==> config.mk <==
export PLATFORM = sky130hd
export DESIGN_NAME = rotate_seq_ctrl
export DESIGN_NICKNAME = d
export VERILOG_FILES = /design/src/rtl/rotate_seq_ctrl.sv
export SDC_FILE = /design/constraint.sdc
export NUM_CORES = 1
export LEC_CHECK = 0
export ABC_AREA = 1
export BUFFER_PORTS_ARGS = -buffer_cell sky130_fd_sc_hd__buf_2
export CAP_MARGIN = 20
export CORE_UTILIZATION = 40
export CTS_BUF_LIST = sky130_fd_sc_hd__clkbuf_8
export CTS_CLUSTER_SIZE = 16
export DETAILED_ROUTE_END_ITERATION = 10
export MAX_ROUTING_LAYER = met4
export SLEW_MARGIN = 20
export SYNTH_ARGS = -nofsm -noshare
export SYNTH_HDL_FRONTEND = slang
export SYNTH_SLANG_ARGS = --single-unit
==> constraint.sdc <==
create_clock -name clk -period 4 [get_ports clk]
set_input_delay 0.6 -clock clk [delete_from_list [all_inputs] [get_ports clk]]
set_output_delay 0.6 -clock clk [all_outputs]
set_load 0.02 [all_outputs]
==> src/rtl/rotate_seq_ctrl.sv <==
// Rotation sequencer for the 4-digit rotating-segment display: step/direction/enable
// generation with a prescaled step rate, run/pause/single-step control and a lap counter.
module rotate_seq_ctrl #(
    parameter int unsigned TICK_DIV = 25_000_000,
    parameter int unsigned LAP_W    = 8
) (
    input  logic             clk,
    input  logic             reset,
    input  logic             start,
    input  logic             stop,
    input  logic             step_req,
    input  logic             dir_in,
    output logic [2:0]       step,
    output logic             cw,
    output logic             en,
    output logic             step_tick,
    output logic [LAP_W-1:0] lap,
    output logic [1:0]       state
);

    localparam int unsigned PW = (TICK_DIV > 1) ? $clog2(TICK_DIV) : 1;
    localparam logic [PW-1:0] PMAX = PW'(TICK_DIV - 1);

    typedef enum logic [1:0] {
        IDLE  = 2'b00,
        RUN   = 2'b01,
        PAUSE = 2'b10
    } state_t;

    state_t          st;
    logic [PW-1:0]   presc;
    logic [2:0]      adv_step;
    logic            adv_wrap;
    logic [LAP_W-1:0] adv_lap;

    assign state = st;

    // Result of one advance event; direction is taken fresh from dir_in.
    always_comb begin
        adv_step = dir_in ? (step + 3'd1) : (step - 3'd1);
        adv_wrap = dir_in ? (step == 3'd7) : (step == 3'd0);
        adv_lap  = lap;
        if (adv_wrap && (lap != '1)) begin
            adv_lap = lap + LAP_W'(1);
        end
    end

    always_ff @(posedge clk or posedge reset) begin
        if (reset) begin
            st        <= IDLE;
            step      <= 3'd0;
            cw        <= 1'b1;
            en        <= 1'b0;
            step_tick <= 1'b0;
            lap       <= '0;
            presc     <= '0;
        end else begin
            step_tick <= 1'b0;
            case (st)
                IDLE: begin
                    if (start && !stop) begin
                        st    <= RUN;
                        en    <= 1'b1;
                        step  <= 3'd0;
                        lap   <= '0;
                        presc <= '0;
                        cw    <= dir_in;
                    end
                end
                RUN: begin
                    // stop freezes the prescaler and suppresses a coincident advance
                    if (stop) begin
                        st <= PAUSE;
                    end else if (presc == PMAX) begin
                        presc     <= '0;
                        cw        <= dir_in;
                        step      <= adv_step;
                        lap       <= adv_lap;
                        step_tick <= 1'b1;
                    end else begin
                        presc <= presc + PW'(1);
                    end
                end
                PAUSE: begin
                    if (stop) begin
                        st   <= IDLE;
                        en   <= 1'b0;
                        step <= 3'd0;
                    end else if (start) begin
                        st <= RUN;
                    end else if (step_req) begin
                        cw        <= dir_in;
                        step      <= adv_step;
                        lap       <= adv_lap;
                        step_tick <= 1'b1;
                    end
                end
                default: begin
                    st <= IDLE;
                    en <= 1'b0;
                end
            endcase
        end
    end

endmodule

==> flow_summary_export.csv, run 1 <==
group,metric,value,unit
run_status,outcome,"finished, violations left",
run_status,violations,"design-rule violations",
floorplanning,pin_count,22,
yosys,syn_area,2790,um^2
critical_path,cp_slowest_stage_delay,0.44,ns
drt,route.detailed.drc,1,
yosys,synth-xor-area-share,0.0283,
sta,clock_skew,0.00837,ns
critical_path,critPathMostFrequentCell,"nand2_4",
placement,place_area,2970,um^2
clock_tree,cts_tree,"yes",
critical_path,path_cells,"inv_1 > ha_1 > inv_2 > nand2_4 > nand2_4 > nor2_8 > nand2_4 > inv_1 > nor2_1",
floorplanning,die_area,7310,um^2
yosys,synth_fp_nets,401,
yosys,synth_compound_area_frac,0.0740,
yosys,yosysSeqAreaShare,0.368,
global_route,grt_pass1_vias,2226,
sta,period_share,0.535,
yosys,syn_area_per_cell,7.21,um^2
pwr,ir_worst_vdd,0.501,mV
sta,rsz0062_at_grt,"no",
sta,drv_slew,0,
critical_path,required,4.17,ns
placement,gp_congestion,0.801,
clock_tree,clock_path_buffers,2,
finish,final_cell_mix,"nand2_1, nor2_1, dfrtp_1",
yosys,synth_fa_ha_area_frac,0.0386,
clock_tree,cts_num_sinks,41,
finish,drive_above_1_share,0.165,
clock_tree,cts.clk_slew.worst_paths,0.08,ns
clock_tree,cts.repair_timing.setup_buffer_count,0,
global_route,grt_max_degree,42,
yosys,synth_top_family_by_area,"simple AND/OR/NAND/NOR gates",
finish,final_core_util,0.453,
drt,routed_wl,6000,um
finish,multi_input_area,1570,um^2
sta,worst_pin_slew,0.523,ns
critical_path,cp-start-kind,"register",
global_route,antenna_found_initial,0,
finish,final-seq-area,1030,um^2
critical_path,cp-end-kind,"register",
finish,finalNetCount,426,
pwr,p_leak,1.45,nW
critical_path,slowest_stage,"dfrtp_1",
clock_tree,cts_resized,0,
floorplanning,core_region_area,6760,um^2
yosys,synthDistinctLibCells,32,
global_route,grt_pass1_wl,10300,um
drt,avgViaCountPerCell,4.94,
floorplanning,start_util,0.413,
yosys,synth-simple-area-share,0.422,
yosys,synth_edf_count,0,
yosys,ys.flop_type,"dfrtp_1",
yosys,synthCells,387,
placement,dp_hpwl,4460,um
floorplanning,placementRows,30,
yosys,ys_ff_latch,41,
drt,routedWlPerCell,12.2,um
sta,timing.fmax,467,MHz
global_route,track_usage,0.182,
critical_path,path_class,"reg -> reg",
drt,ant_nets,0,
drt,vias,2434,
clock_tree,clk-insertion-delay-late,0.30,ns
sta,relSlewSlack,0.651,
sta,setup_viol,0,
finish,n_fill_cell,649,
critical_path,arrival,2.31,ns
critical_path,path_max_fanout,16,
min_path,hp-class,"in -> async",
drt,drt-pass1-iter-count,8,
clock_tree,clock-root-buffer,"clkbuf_8",
finish,finish.instance_area,3060,um^2
global_route,grt-ovfl-total,0,
yosys,synthMuxAreaShare,0,
finish,diodes,0,
critical_path,cp_top_family,"simple AND/OR/NAND/NOR gates",
sta,hold_viol,0,
finish,final_common_cell,"nand2_1",
pwr,p_per_area,538,nW/um^2
finish,syn_to_final_growth,9.64,%
yosys,synthArstFlopShare,1.00,
clock_tree,numCtsBuffers,5,
clock_tree,cts_max_level,2,
sta,setup-tns-final,0,ns
floorplanning,die_h,85.5,um
run,maxCapViolCount,0,
placement,io_buffer_count,21,
sta,post-route-min-period,2.14,ns
drt,drtIter0Drc,106,
critical_path,r2r_slack,1.86,ns
yosys,ys_warn_count,0,
critical_path,crit_buf_inv,3,
floorplanning,fp.dieW,85.5,um
clock_tree,holdBufCountCts,0,
-- sequential cells by signal, indices dropped and copies added (netlist names) --
signal / count
lap: 8
state: 2
step: 3
presc: 25
step_tick: 1
en: 1
cw: 1
-- logic make-up after synthesis --
group / after synthesis
adders and majority gates: 8
buffers and inverters: 46
AOI/OAI and AO/OA: 41
and+or+nand+nor: 242
xor gates and xnor gates: 9
DFF: 41
-- stage by stage --
stage                     total power [mW]  worst slack (ns)  hold WS, ns  instances
after floorplan                       1.21              2.21        0.478        387
after global placement                1.37              1.94        0.485        485
after detailed placement              1.38              1.86        0.489        485
after CTS                             1.66              1.85        0.442        493
after global routing                  1.77              1.66        0.486        493
final                                 1.65              1.86        0.421        493
-- worst register-to-register path: stages, from the launching register on --
cell     delay [ns]
dfrtp_1        0.44
inv_1          0.10
ha_1           0.40
inv_2          0.11
nand2_4        0.10
nand2_4        0.06
nor2_8         0.26
nand2_4        0.15
inv_1          0.29
nor2_1         0.09
-- area by class of cell --
type | instances | share of cell area
Clock buffer | 6 | 0.0270
Clock inverter | 2 | 0.00245
Inverter | 42 | 0.0524
Multi-Input combinational cell | 300 | 0.513
Sequential cell | 41 | 0.336
Tap cell | 80 | 0.0327
Timing Repair Buffer | 22 | 0.0368
-- synth_stat cells (3+ instances only) --
library cell / count / area, um^2
nor2_2: 7 / 43.8
nand3_1: 23 / 115
o21ai_0: 25 / 125
nor2_4: 3 / 33.8
xnor2_1: 3 / 26.3
nand3_4: 3 / 52.6
inv_2: 5 / 18.8
nand2_4: 6 / 67.6
inv_1: 36 / 135
a21oi_1: 11 / 55.1
dfrtp_1: 40 / 1000
nand4_1: 5 / 31.3
nand2_1: 105 / 394
xor2_1: 6 / 52.6
ha_1: 7 / 87.6
nor2_1: 65 / 244
o21ai_1: 4 / 20.0
nand2_2: 8 / 50.1
nor3_1: 8 / 40.0
-- report_power, final --
part,internal (mW),total [mW],switching (mW)
Combinational,0.248,0.830,0.583
Clock,0.136,0.283,0.147
Sequential,0.473,0.532,0.0591
-- worst paths after layout --
path / from / endpoint / depth (start not counted)
max reg2reg: state[1] / presc[13] / 9
max in group asynchronous: reset / cw / 3
min reg2reg: cw / cw / 2
min: reset / presc[15] / 3
max: state[1] / presc[13] / 9
min in group clk: cw / cw / 2
-- layer usage --
| metal | part of all wire | vias to the layer above | global-route usage |
|---|---|---|---|
| met5 | 0 | - | - |
| met4 | 0.012 | 0 | 0.0500 |
| met3 | 0.028 | 9 | 0.0318 |
| met2 | 0.47 | 42 | 0.297 |
| met1 | 0.49 | 1105 | 0.234 |
| li1 | - | 1278 | - |
No activity file was read; power rests on OpenSTA's default activity.
==> run 2, diff against run 1 <==
- clock period: 4 -> 1.96 ns (I/O delays scaled with it)
==> flow_summary_export.csv, run 2 (synthesis gave the netlist of run 1 again) <==
group,metric,value,unit
run_status,outcome,"finished, final reports clean",
finish,largest_reg_flops,25,
critical_path,arrival,1.99,ns
drt,ant_nets,0,
finish,drive_above_1_share,0.194,
sta,setup_viol,0,
floorplanning,die_h,85.5,um
finish,diodes,0,
pwr,ir_worst_vdd,1.26,mV
drt,vias,2512,
placement,gp_congestion,0.826,
global_route,grt-ovfl-total,0,
drt,drtIter0Drc,107,
critical_path,path_max_fanout,11,
finish,final_core_util,0.466,
pwr,p_per_area,1140,nW/um^2
drt,top_layer_used,"met4",
global_route,grt_pass1_vias,2379,
sta,drv_slew,0,
placement,dp.cells,487,
sta,worst_pin_slew,0.711,ns
sta,timing.fmax,548,MHz
finish,top_register,"presc",
critical_path,crit_path_end,"presc[10]",
clock_tree,clock_path_buffers,2,
drt,avgViaCountPerCell,5.00,
placement,io_buffer_count,21,
floorplanning,fp.dieW,85.5,um
placement,dp_hpwl,4610,um
drt,routedWlPerCell,12.2,um
drt,routed_wl,6150,um
floorplanning,start_util,0.413,
critical_path,path_class,"reg -> reg",
finish,syn_to_final_growth,13.0,%
sta,relSlewSlack,0.526,
sta,post-route-min-period,1.82,ns
finish,top_regs,"presc x25, lap x8, step x3",
floorplanning,pin_count,22,
clock_tree,cts_tree,"yes",
finish,n_fill_cell,675,
clock_tree,cts.clk_slew.worst_paths,0.09,ns
drt,drt-pass1-iter-count,4,
sta,setup-tns-final,0,ns
run,maxCapViolCount,0,
pwr,p_leak,1.49,nW
clock_tree,clock-root-buffer,"clkbuf_8",
global_route,grt_max_degree,26,
critical_path,required,2.13,ns
critical_path,setup.worst_path.start,"presc[0]",
clock_tree,cts_num_sinks,41,
critical_path,cp-start-kind,"register",
clock_tree,holdBufCountCts,0,
critical_path,r2r-end,"presc[10]",
finish,finalNetCount,435,
drt,met3_length,183,um
min_path,hp-class,"in -> async",
critical_path,cp_slowest_stage_delay,0.42,ns
floorplanning,placementRows,30,
critical_path,timing.rr.start,"presc[0]",
finish,final_common_cell,"nand2_1",
critical_path,path_cells,"ha_1 > nand2_2 > nor2_4 > nand2_1 > nor2_2 > nand2_2 > nand2_4 > nand2_4 > inv_1 > nor3b_1",
floorplanning,die_area,7310,um^2
sta,period_share,0.930,
sta,hold_viol,0,
critical_path,r2r_slack,0.14,ns
critical_path,cp-end-kind,"register",
finish,stdcell_count,502,
critical_path,reg2reg_depth,10,
clock_tree,numCtsBuffers,5,
drt,wl_met1,2900,um
drt,wl_met2,3010,um
global_route,antenna_found_initial,0,
clock_tree,clk-insertion-delay-late,0.30,ns
clock_tree,cts_max_level,2,
critical_path,slowest_stage,"dfrtp_1",
drt,route.detailed.drc,0,
floorplanning,core_region_area,6760,um^2
pwr,p_total,3.61,mW
sta,clock_skew,0.00642,ns
global_route,grt_pass1_wl,10700,um
global_route,track_usage,0.190,
finish,final_cell_mix,"nand2_1, nor2_1, dfrtp_1",
## run 2: area by class of cell
type | count | area, um^2 | share of cell area
Clock inverter | 3 | 21.3 | 0.00675
Multi-Input combinational cell | 301 | 1590 | 0.504
Tap cell | 80 | 100 | 0.0318
Sequential cell | 41 | 1030 | 0.326
Clock buffer | 5 | 68.8 | 0.0218
Timing Repair Buffer | 30 | 185 | 0.0588
Inverter | 42 | 160 | 0.0508
## run 2: what timing repair did
item / CTS / global route
endpoints found under the hold margin: 0 / 0
buffers inserted: 0 / 6
gates resized for setup: 0 / 3
endpoints found under the setup margin: 0 / 16
## run 2: worst max-delay path, delay by kind of cell (launching register included)
kind / cells / cell delay (ns)
adder cells (fa/ha/maj): 1 / 0.24
flip-flops: 1 / 0.42
buffers and inverters: 1 / 0.27
AND/OR/NAND/NOR: 8 / 0.77
## run 2: power breakdown
group	internal, mW	switching [mW]	total (mW)
registers	0.967	0.117	1.08
clock network	0.253	0.327	0.580
logic	0.675	1.27	1.94
## run 2: stage by stage
step | area [um^2] | hold slack, ns | setup slack [ns]
CTS | 3090 | 0.110 | 0.0357
detailed placement | 3000 | 0.447 | 0.0547
floorplan | 2790 | 0.453 | 0.170
global route | 3150 | 0.153 | -0.0181
global placement | 3000 | 0.439 | 0.109
finish | 3150 | 0.0929 | 0.137
## run 2: routing by layer
layer | global-route usage | vias up
met2 | 0.307 | 39
met3 | 0.0404 | 5
li1 | - | 1302
met4 | 0.0500 | 0
met5 | - | -
met1 | 0.242 | 1166
## run 2: worst min path at each step
stage	slack, ns	cells after the start	end	startpoint
after floorplan	0.45	2	step_tick	step_req
after global placement	0.44	2	lap[7]	reset
after detailed placement	0.45	2	lap[7]	reset
after CTS	0.11	2	lap[7]	reset
after global routing	0.15	2	lap[7]	reset
final	0.09	2	lap[7]	reset
==> run 3, diff against run 2 <==
- MAX_ROUTING_LAYER: met4 -> default
==> flow_summary_export.csv, run 3 (synthesis gave the netlist of run 1 again) <==
group,metric,value,unit
run_status,outcome,"finished, final reports clean",
global_route,grt_pass1_vias,2380,
min_path,hp-class,"in -> async",
clock_tree,cts_tree,"yes",
drt,wl_met1,2870,um
floorplanning,placementRows,30,
critical_path,cp-start-kind,"register",
floorplanning,fp.dieW,85.5,um
critical_path,timing.rr.start,"presc[0]",
drt,drtIter0Drc,106,
clock_tree,clk-insertion-delay-late,0.30,ns
sta,worst_pin_slew,0.711,ns
critical_path,r2r-end,"presc[10]",
critical_path,cp_slowest_stage_delay,0.42,ns
pwr,p_per_area,1150,nW/um^2
finish,finish.instance_area,3150,um^2
floorplanning,die_h,85.5,um
drt,routedWlPerCell,12.3,um
placement,place_area,3000,um^2
sta,setup_viol,0,
global_route,grt_pass1_wl,10700,um
clock_tree,cts_num_sinks,41,
placement,dp.cells,487,
global_route,grt_max_degree,26,
placement,dp_hpwl,4610,um
sta,hold_viol,0,
drt,drt-pass1-iter-count,4,
critical_path,path_cells,"ha_1 > nand2_2 > nor2_4 > nand2_1 > nor2_2 > nand2_2 > nand2_4 > nand2_4 > inv_1 > nor3b_1",
critical_path,arrival,1.99,ns
finish,final-seq-area,1030,um^2
pwr,ir_worst_vdd,1.26,mV
critical_path,cp_top_family,"simple AND/OR/NAND/NOR gates",
critical_path,r2r_slack,0.14,ns
drt,route.detailed.drc,0,
finish,final_cell_mix,"nand2_1, nor2_1, dfrtp_1",
finish,n_fill_cell,675,
critical_path,path_max_fanout,11,
finish,final_common_cell,"nand2_1",
drt,routed_wl,6150,um
clock_tree,clock_path_buffers,2,
placement,io_buffer_count,21,
critical_path,required,2.13,ns
finish,syn_to_final_growth,13.0,%
finish,stdcell_count,502,
finish,largest_reg_flops,25,
sta,setup_slack,0.136,ns
pwr,p_leak,1.49,nW
drt,wl_met2,2980,um
finish,top_register,"presc",
run,maxCapViolCount,0,
clock_tree,numCtsBuffers,5,
finish,top_regs,"presc x25, lap x8, step x3",
critical_path,path_class,"reg -> reg",
sta,timing.fmax,548,MHz
global_route,antenna_found_initial,0,
finish,finalNetCount,435,
critical_path,cp-end-kind,"register",
floorplanning,start_util,0.413,
finish,drive_above_1_share,0.194,
sta,clock_skew,0.00661,ns
sta,post-route-min-period,1.82,ns
sta,period_share,0.931,
floorplanning,pin_count,22,
placement,dp_slack,0.0547,ns
sta,relSlewSlack,0.526,
drt,ant_nets,0,
finish,multi_input_area,1590,um^2
critical_path,reg2reg_depth,10,
critical_path,slowest_stage,"dfrtp_1",
sta,setup-tns-final,0,ns
placement,gp_congestion,0.814,
sta,drv_slew,0,
floorplanning,die_area,7310,um^2
global_route,track_usage,0.184,
finish,diodes,0,
drt,met3_length,246,um
clock_tree,cts.clk_slew.worst_paths,0.09,ns
global_route,grt-ovfl-total,0,
drt,avgViaCountPerCell,4.99,
floorplanning,core_region_area,6760,um^2
critical_path,crit_buf_inv,1,
drt,vias,2507,
drt,top_layer_used,"met4",
clock_tree,cts_max_level,2,
clock_tree,clock-root-buffer,"clkbuf_8",
-- run 3: what timing repair did --
item / 4_1_cts / 5_1_grt
gates resized for setup: 0 / 3
setup buffers: 0 / 6
endpoints found under the hold margin: 0 / 0
setup endpoints to repair: 0 / 16
hold buffers: 0 / 0
-- run 3: worst reg2reg max path: cells and delay by family (launching register included) --
| kind | cells | cell delay (ns) |
|---|---|---|
| buffers and inverters | 1 | 0.27 |
| adders and majority gates | 1 | 0.24 |
| DFF | 1 | 0.42 |
| and+or+nand+nor | 8 | 0.77 |
-- run 3: layer usage --
layer / global-route usage / up-vias
met5: 0 / -
met4: 0.0545 / 0
met3: 0.0346 / 5
met2: 0.307 / 46
met1: 0.243 / 1155
li1: - / 1301
-- run 3: worst max-delay path by stage --
stage,start,end,cells past startpoint,slack [ns]
floorplan,state[1],presc[15],11,0.17
global placement,state[0],presc[15],11,0.11
detailed placement,state[0],presc[15],11,0.05
CTS,state[0],presc[15],11,0.04
global route,presc[0],presc[10],10,-0.02
finish,presc[0],presc[10],10,0.14
-- run 3: power by group --
group | switching (mW) | leakage (nW) | internal [mW]
clock | 0.327 | 0.0445 | 0.253
sequential | 0.117 | 0.559 | 0.967
combinational | 1.27 | 0.884 | 0.675
-- run 3: cell type report --
type	instances	area share
clock buffer	5	0.0218
tap	80	0.0318
inverter	42	0.0508
clock inverter	3	0.00675
multi-input combinational	301	0.504
timing repair buffer	30	0.0588
sequential	41	0.326
-- run 3: stage by stage --
stage               hold slack (ns)  utilization  total power, mW
CTS                           0.110        0.457             3.45
finish                       0.0934        0.466             3.61
detailed placement            0.447        0.444             2.86
global placement              0.439        0.444             2.84
global route                  0.156        0.466             3.88
floorplan                     0.453            -             2.47
